### src/rtl/uart_pkg.sv
// Shared UART types, legal parameter ranges and symbol timing helper.
// Used by the framed receiver and the future transmitter loopback.
package uart_pkg;

    typedef enum logic [2:0] {
        ST_IDLE,
        ST_START,
        ST_DATA,
        ST_PARITY,
        ST_STOP,
        ST_WAIT_HIGH
    } state_t;

    localparam int DATA_BITS_MIN = 5;
    localparam int DATA_BITS_MAX = 9;
    localparam int STOP_BITS_MIN = 1;
    localparam int STOP_BITS_MAX = 2;
    localparam int MIN_CYCLES_PER_SYMBOL = 4;

    function automatic int cycles_per_symbol(input int clk_hz, input int baud);
        return clk_hz / baud;
    endfunction

endpackage

### src/rtl/uart_rx_sync.sv
// Two-flop synchronizer for the asynchronous rx pin; resets to the idle level (1).
// Latency 2 cycles, no backpressure.
module uart_rx_sync (
    input  logic clock,
    input  logic reset_n,
    input  logic rx,
    output logic rx_s
);

    logic meta_q;
    logic sync_q;

    always_ff @(posedge clock or negedge reset_n) begin
        if (!reset_n) begin
            meta_q <= 1'b1;
            sync_q <= 1'b1;
        end else begin
            meta_q <= rx;
            sync_q <= meta_q;
        end
    end

    assign rx_s = sync_q;

endmodule

### src/rtl/uart_receiver_framed.sv
// Framed UART receiver: configurable data/stop bits, optional parity via UART_RECEIVER_PARITY_EN.
// Strobe one cycle after the last stop sample (2-3 cycles sync delay from the pin).
// No backpressure: every frame, errored or not, is delivered on byte_ready.
module uart_receiver_framed
    import uart_pkg::*;
#(
    parameter int clock_frequency = 50000000,
    parameter int baud_rate       = 115200,
    parameter int data_bits       = 8,
    parameter int stop_bits       = 1,
    parameter int parity_odd      = 0
) (
    input  logic                 clock,
    input  logic                 reset_n,
    input  logic                 rx,
    output logic [data_bits-1:0] byte_data,
    output logic                 byte_ready,
    output logic                 frame_error,
    output logic                 parity_error
);

    localparam int C     = cycles_per_symbol(clock_frequency, baud_rate);
    localparam int CNT_W = $clog2(C);
    localparam logic [CNT_W-1:0] HALF_LOAD = CNT_W'(C / 2 - 1);
    localparam logic [CNT_W-1:0] FULL_LOAD = CNT_W'(C - 1);
    localparam logic [3:0] LAST_DATA = 4'(data_bits - 1);
    localparam logic [3:0] LAST_STOP = 4'(stop_bits - 1);

    if (C < MIN_CYCLES_PER_SYMBOL) begin : g_bad_baud
        $error("uart_receiver_framed: fewer than 4 clock cycles per symbol");
    end
    if (data_bits < DATA_BITS_MIN || data_bits > DATA_BITS_MAX) begin : g_bad_data_bits
        $error("uart_receiver_framed: data_bits out of range");
    end
    if (stop_bits < STOP_BITS_MIN || stop_bits > STOP_BITS_MAX) begin : g_bad_stop_bits
        $error("uart_receiver_framed: stop_bits out of range");
    end
    if (parity_odd != 0 && parity_odd != 1) begin : g_bad_parity_sel
        $error("uart_receiver_framed: parity_odd must be 0 or 1");
    end

    logic rx_s;

    uart_rx_sync u_sync (
        .clock   (clock),
        .reset_n (reset_n),
        .rx      (rx),
        .rx_s    (rx_s)
    );

    state_t               state_q, state_d;
    logic [CNT_W-1:0]     cnt_q, cnt_d;
    logic [3:0]           bit_cnt_q, bit_cnt_d;
    logic [data_bits-1:0] shift_q, shift_d;
    logic                 frame_err_q, frame_err_d;
    logic                 par_err_q, par_err_d;
    logic [data_bits-1:0] byte_data_q, byte_data_d;
    logic                 byte_ready_q, byte_ready_d;
    logic                 frame_error_q, frame_error_d;
    logic                 parity_error_q, parity_error_d;
    logic                 tick;

    assign tick = (cnt_q == '0);

    always_comb begin
        state_d        = state_q;
        cnt_d          = cnt_q;
        bit_cnt_d      = bit_cnt_q;
        shift_d        = shift_q;
        frame_err_d    = frame_err_q;
        par_err_d      = par_err_q;
        byte_data_d    = byte_data_q;
        byte_ready_d   = 1'b0;
        frame_error_d  = 1'b0;
        parity_error_d = 1'b0;

        case (state_q)
            ST_IDLE: begin
                if (!rx_s) begin
                    cnt_d   = HALF_LOAD;
                    state_d = ST_START;
                end
            end
            ST_START: begin
                if (!tick) begin
                    cnt_d = cnt_q - 1'b1;
                end else if (rx_s) begin
                    state_d = ST_IDLE;
                end else begin
                    cnt_d       = FULL_LOAD;
                    bit_cnt_d   = '0;
                    frame_err_d = 1'b0;
                    par_err_d   = 1'b0;
                    state_d     = ST_DATA;
                end
            end
            ST_DATA: begin
                if (!tick) begin
                    cnt_d = cnt_q - 1'b1;
                end else begin
                    // LSB arrives first, so shifting in at the MSB leaves it at bit 0.
                    shift_d = {rx_s, shift_q[data_bits-1:1]};
                    cnt_d   = FULL_LOAD;
                    if (bit_cnt_q == LAST_DATA) begin
                        bit_cnt_d = '0;
`ifdef UART_RECEIVER_PARITY_EN
                        state_d   = ST_PARITY;
`else
                        state_d   = ST_STOP;
`endif
                    end else begin
                        bit_cnt_d = bit_cnt_q + 1'b1;
                    end
                end
            end
`ifdef UART_RECEIVER_PARITY_EN
            ST_PARITY: begin
                if (!tick) begin
                    cnt_d = cnt_q - 1'b1;
                end else begin
                    par_err_d = ((^shift_q) ^ rx_s) != 1'(parity_odd);
                    cnt_d     = FULL_LOAD;
                    state_d   = ST_STOP;
                end
            end
`endif
            ST_STOP: begin
                if (!tick) begin
                    cnt_d = cnt_q - 1'b1;
                end else begin
                    frame_err_d = frame_err_q | ~rx_s;
                    cnt_d       = FULL_LOAD;
                    if (bit_cnt_q == LAST_STOP) begin
                        bit_cnt_d      = '0;
                        byte_data_d    = shift_q;
                        byte_ready_d   = 1'b1;
                        frame_error_d  = frame_err_q | ~rx_s;
                        parity_error_d = par_err_q;
                        // A low final stop sample means the line is held low (break).
                        state_d        = rx_s ? ST_IDLE : ST_WAIT_HIGH;
                    end else begin
                        bit_cnt_d = bit_cnt_q + 1'b1;
                    end
                end
            end
            ST_WAIT_HIGH: begin
                if (rx_s) begin
                    state_d = ST_IDLE;
                end
            end
            default: begin
                state_d = ST_IDLE;
            end
        endcase
    end

    always_ff @(posedge clock or negedge reset_n) begin
        if (!reset_n) begin
            state_q        <= ST_IDLE;
            cnt_q          <= '0;
            bit_cnt_q      <= '0;
            shift_q        <= '0;
            frame_err_q    <= 1'b0;
            par_err_q      <= 1'b0;
            byte_data_q    <= '0;
            byte_ready_q   <= 1'b0;
            frame_error_q  <= 1'b0;
            parity_error_q <= 1'b0;
        end else begin
            state_q        <= state_d;
            cnt_q          <= cnt_d;
            bit_cnt_q      <= bit_cnt_d;
            shift_q        <= shift_d;
            frame_err_q    <= frame_err_d;
            par_err_q      <= par_err_d;
            byte_data_q    <= byte_data_d;
            byte_ready_q   <= byte_ready_d;
            frame_error_q  <= frame_error_d;
            parity_error_q <= parity_error_d;
        end
    end

    assign byte_data    = byte_data_q;
    assign byte_ready   = byte_ready_q;
    assign frame_error  = frame_error_q;
`ifdef UART_RECEIVER_PARITY_EN
    assign parity_error = parity_error_q;
`else
    assign parity_error = 1'b0;
`endif

endmodule

### config.mk
export PLATFORM = sky130hd
export DESIGN_NAME = uart_receiver_framed
export DESIGN_NICKNAME = d
export VERILOG_FILES = /design/src/rtl/uart_pkg.sv /design/src/rtl/uart_rx_sync.sv /design/src/rtl/uart_receiver_framed.sv
export SDC_FILE = /design/constraint.sdc
export NUM_CORES = 1
export LEC_CHECK = 0
export BUFFER_PORTS_ARGS = -buffer_cell sky130_fd_sc_hd__buf_4
export CORE_MARGIN = 5
export CORE_UTILIZATION = 59
export CTS_BUF_LIST = sky130_fd_sc_hd__clkbuf_16
export DETAILED_ROUTE_END_ITERATION = 10
export PLACE_DENSITY = 0.78
export SYNTH_ARGS = -nofsm -noshare
export SYNTH_HDL_FRONTEND = slang
export SYNTH_HIERARCHICAL = 1
export SYNTH_SLANG_ARGS = --single-unit
export TNS_END_PERCENT = 50
### constraint.sdc
create_clock -name clock -period 2.63 [get_ports clock]
set_clock_uncertainty 0.05 [all_clocks]
set_input_delay 0 -clock clock [delete_from_list [all_inputs] [get_ports clock]]
set_output_delay 0 -clock clock [all_outputs]
set_load 0.01 [all_outputs]
== After elaboration in Yosys (flattened, before gate mapping) ==
Index checks and enable logic that the tools add are counted.
Cells by class
  add/subtract/negate cells: 2
  eq/ne operators: 14
  muxes and demuxes: 32
  bitwise logic cells: 2
  reduce and logical (&&, ||, !) cells: 13
Operators with widths (number)
  $mux 9: 4
  $pmux 9 s3: 1
  $mux 3: 8
  $mux 4: 6
  $pmux 3 s5: 1
  $ne 2x2->1 const B: 7
  $pmux 4 s3: 1
  $logic_not 9->1: 1
  $mux 1: 9
  $sub 9x1->9 const B: 1
  $reduce_and 7->1: 1
  $eq 3x3->1 const B: 2
  $reduce_and 3->1: 2
  $reduce_bool 3->1: 2
  $reduce_and 5->1: 1
  $add 4x1->4 const B: 1
  $eq 4x3->1 const B: 1
  $logic_not 4->1: 1
  $reduce_and 4->1: 1
  $eq 3x1->1 const B: 1
  $eq 3x2->1 const B: 1
  $logic_not 3->1: 1
  $ne 3x3->1 const B: 1
  $mux 2: 1
  7 further kinds: 7
Storage, ports and cells
  register bits after elaboration: 37
  input port bits: 3
  output and inout port bits: 11
  logic and storage cells: 73

== Logic depth before layout (Yosys ltp) ==
  depth after elaboration: 5
  gate-level depth with buffers: 7

== Modules after synthesis ==
The synthesis kept the hierarchy.
By module, submodules not included
  uart_receiver_framed: times used 1, cells an instance 170, area an instance 1890.6 um^2, seq. area each 875.8 um^2
  uart_rx_sync: times used 1, cells an instance 2, area an instance 52.6 um^2, seq. area each 52.6 um^2

== Least setup slack after synthesis ==
OpenSTA, ideal clock, no wires.
  path type: register to register
  start: register cnt_q[0]
  end: register cnt_q[4]
  setup time: 0.123 ns
  data arrival time: 1.790 ns
  required time: 2.457 ns
  setup slack: 0.667 ns
  stages on the path, launching flop included: 7
  path buffers: 0
  cells stage by stage: dfrtp_1 > inv_1 > ha_1 > or4b_4 > o21ai_4 > o311ai_4 > o221a_1
On the way
  cells in the longest elaborated chain, start to end: 3
  elaborated cells between the ends (all ways): 7
  those cells by class: 1 x add/sub; 1 x eq/ne; 3 x mux; 2 x reduce/logical
Ends and longest elaborated chain
  from (decl): line uart_receiver_framed.sv:52  | logic [CNT_W-1:0] cnt_q, cnt_d;
  from (signal assigned): line uart_receiver_framed.sv:171  | cnt_q <= cnt_d;
  $sub 9x1->9 / $logic_not 9->1 (equally long branches)
  $mux 9 (tied with other cells): line uart_receiver_framed.sv:98, uart_receiver_framed.sv:128
  $pmux 9 s3 / $reduce_and 3->1 (equally long branches)
Parallel ways exist; a longest one is shown, timed or not.
A chain may end at the register's enable or synchronous reset.

== Worst setup path in the final report ==
  start: register cnt_q[0]
  end: register byte_data_q[6], in the netlist byte_data[6]
On the way
  cells in the longest elaborated chain, start to end: 2
Ends and longest elaborated chain
  $logic_not 9->1: line uart_receiver_framed.sv:63  | assign tick = (cnt_q == '0);
  $reduce_and 3->1 (no line)
  to (signal assigned): line uart_receiver_framed.sv:176  | byte_data_q <= byte_data_d;
  to (decl): line uart_receiver_framed.sv:57  | logic [data_bits-1:0] byte_data_q, byte_data_d;
Every way passes these cells.

==> results.toml <==
[outcome]
status = "completed"

[flow_run]
max_cap_viol_count = 0

[pwr]
powerDensity_mw_per_mm2 = 563
power.switching_mw = 0.238
combPwrFrac_pct = 1.7
p_int_mw = 1.02
p_leak_nw = 1.00
p_seq_share_pct = 45.6
pwr-share-clk_pct = 52.7
switching_share_pct = 18.8
ir_drop_uv = 467

[routing]
final_antenna_net_count = 0
drc = 0
wire_per_inst_um = 16.4
drtIter0Drc = 66
viasPerCell = 6.10
drt-total-wl_mm = 3.82
via_count = 1422
dr.pass1.iters = 4

[cts]
htree_num_levels = 2
cts_root_buffer = "clkbuf_16"
clk_latency_ns = 0.28
cts_tree = "done"
post_cts_resize_count = 0
numCtsBuffers = 5
postCtsSetupBuffers = 0
cts.hold.buffers_added = 2
clock-sinks = 37
clkTransAtPathRegs_ns = 0.06
cts_buffer_depth = 2

[timing]
hold_violations = 0
max-slew-margin-rel_pct = 56.1
rsz0062_at_grt = "no"
setup_viol = 0
setup_ws_ns = 0.419
drv_slew = 0
max_freq_ghz = 0.452
worst_slew_pin_slew_ns = 0.652
finalCritPeriodShare_pct = 84.1
fin_crit_ns = 2.21
hold_slack_ns = 0.169
finalSetupTns_ns = 0

[die]
fp.dieW_um = 67.4
dieArea_mm2 = 0.00454
die_y_um = 67.4
row_count = 20
boundaryPins = 14
core_mm2 = 0.00310
initial_core_util_pct = 62.6

[cells_and_area]
final_util_pct = 72.2
final_nets = 194
final_area_mm2 = 0.00224
area_growth_pct = 15.3
drive_gt1_share_pct = 28.6
num_antenna_cells = 0

[worst_setup_path]
crit_required_ns = 2.74
start_kind = "flip-flop"
cp-end-kind = "flip-flop"
critical_path_class = "reg2reg"
crit_fanout = 8
arrival_ns = 2.32

[grt]
grt_max_degree = 38
first_global_vias = 1418
antenna_found_initial = 0
grt.overflow.total = 0
grt_use_total_pct = 20.0
grt_pass1_wl_mm = 6.73

[synth]
synth_edf_count = 0
ys_ff_latch = 37
synth_top_area_cell = "dfrtp_1"
syn_area_per_cell_um2 = 11.3
ys_seq_area_share_pct = 47.8
yosysTopAreaCellShare_pct = 45.1
synth_flop_cell = "dfrtp_1"
syn_nets = 178
synthTopCellsByArea = "dfrtp_1, mux2_2, dfstp_2, inv_1, ha_1"
yosysUniqueCellTypes = 54
ys_warn_count = 6
syn_inst = 172
netlist_area_mm2 = 0.00194
async_reset_ff_share_pct = 100

[placed_design]
port_buffers = 12
post-place-ws_ns = 0.424
hpwlAfterDp_mm = 2.74
place.gp.congestion = 0.859
place_area_mm2 = 0.00205

[hold_path]
hp-class = "in2async"
[kinds of logic (layout without fill, tap and decap cells)]
kind of cell / Yosys count / in the layout / share of synthesized area [%]
compound gates: 43 / 43 / 17.2
buf+inv: 18 / 35 / 4.57
flops: 37 / 37 / 47.8
simple gates: 51 / 51 / 17.5
xor+xnor: 1 / 1 / 0.451
mux: 18 / 18 / 10.4
other cells: 1 / 1 / 0.193
fa+ha+maj: 3 / 3 / 1.93
[power by group through the flow]
stage | logic [mW] | registers (mW) | clock network [mW]
final | 0.0217 | 0.575 | 0.664
after detailed placement | 0.0200 | 0.585 | 0
after global routing | 0.0255 | 0.575 | 0.711
after floorplan | 0.00708 | 0.584 | 0
after global placement | 0.0193 | 0.585 | 0
after CTS | 0.0221 | 0.575 | 0.676
[metal layers]
metal	routed length [µm]	share of wire (%)	vias up	global-route usage, %
met1	1740	45	691	26.2
met5	0	0	-	0
li1	-	-	679	-
met3	201	5.3	7	5.99
met2	1830	48	45	31.8
met4	50	1.3	0	6.33
[per-stage QoR]
stage          total power [mW]  instances
3_5_place_dp              0.605        223
5_1_grt                    1.31        233
3_3_place_gp              0.604        223
2_1_floorplan             0.591        172
6_report                   1.26        233
4_1_cts                    1.27        233
[final cells by class]
| cell class | instances | area [µm²] |
|---|---|---|
| clock inverters | 3 | 42.5 |
| multi-input cells | 117 | 926 |
| repair buffers | 15 | 118 |
| flip-flops and latches | 37 | 928 |
| fillers | 250 | 863 |
| clock buffers | 5 | 125 |
| well taps | 44 | 55.1 |
| inverters | 12 | 45.0 |
[synthesized netlist by cell type (all sizes together) (3+ instances only)]
master and count:
mux2 17, a31oi 5, nor3b 5, inv 12, a21oi 5, buf 5
nand2 10, nor2 8, nor4 5, o21ai 6, o22ai 4, a22o 3
dfrtp 35, nor3 4, o211ai 3, ha 3, nand3 5
[critical path: stages (launching register included)]
cell and delay (ns):
dfrtp_1 0.41, inv_1 0.07, ha_1 0.20, nor4b_2 0.40, nand2_2 0.13, nor3_4 0.45, mux2_2 0.39
[cell usage in the layout, fill, tap and decap left out, types with 3 or more instances in the layout]
cell type,instances
nor3b_1,5
clkbuf_16,5
inv_1,13
a31oi_1,5
ha_1,3
nor3_1,3
nor4_1,3
a22o_1,3
dfrtp_1,35
nand3_1,5
buf_4,13
o22ai_1,4
a21oi_1,5
nor2_1,7
mux2_2,16
nand2_1,8
o211ai_1,3
o21ai_0,5
[registers in the layout, indices dropped and copies added, names as in the netlist]
name,flops
frame_error,1
frame_err_q,1
state_q,3
u_sync/meta_q,1
byte_ready,1
u_sync/rx_s,1
byte_data,8
cnt_q,9
bit_cnt_q,4
shift_q,8
[worst paths after layout]
kind / from / endpoint / slack, ns / cells after the start
worst max-delay path: cnt_q[0] / byte_data[6] / 0.42 / 6
worst min-delay path: reset_n / bit_cnt_q[2] / 0.17 / 2
worst max register to register: cnt_q[0] / byte_data[6] / 0.42 / 6
worst min register to register: u_sync/meta_q / u_sync/rx_s / 0.31 / 0
max in group asynchronous: reset_n / u_sync/meta_q / 2.01 / 2
min in group clock: u_sync/meta_q / u_sync/rx_s / 0.31 / 0
No activity file was read; power rests on OpenSTA's default activity.
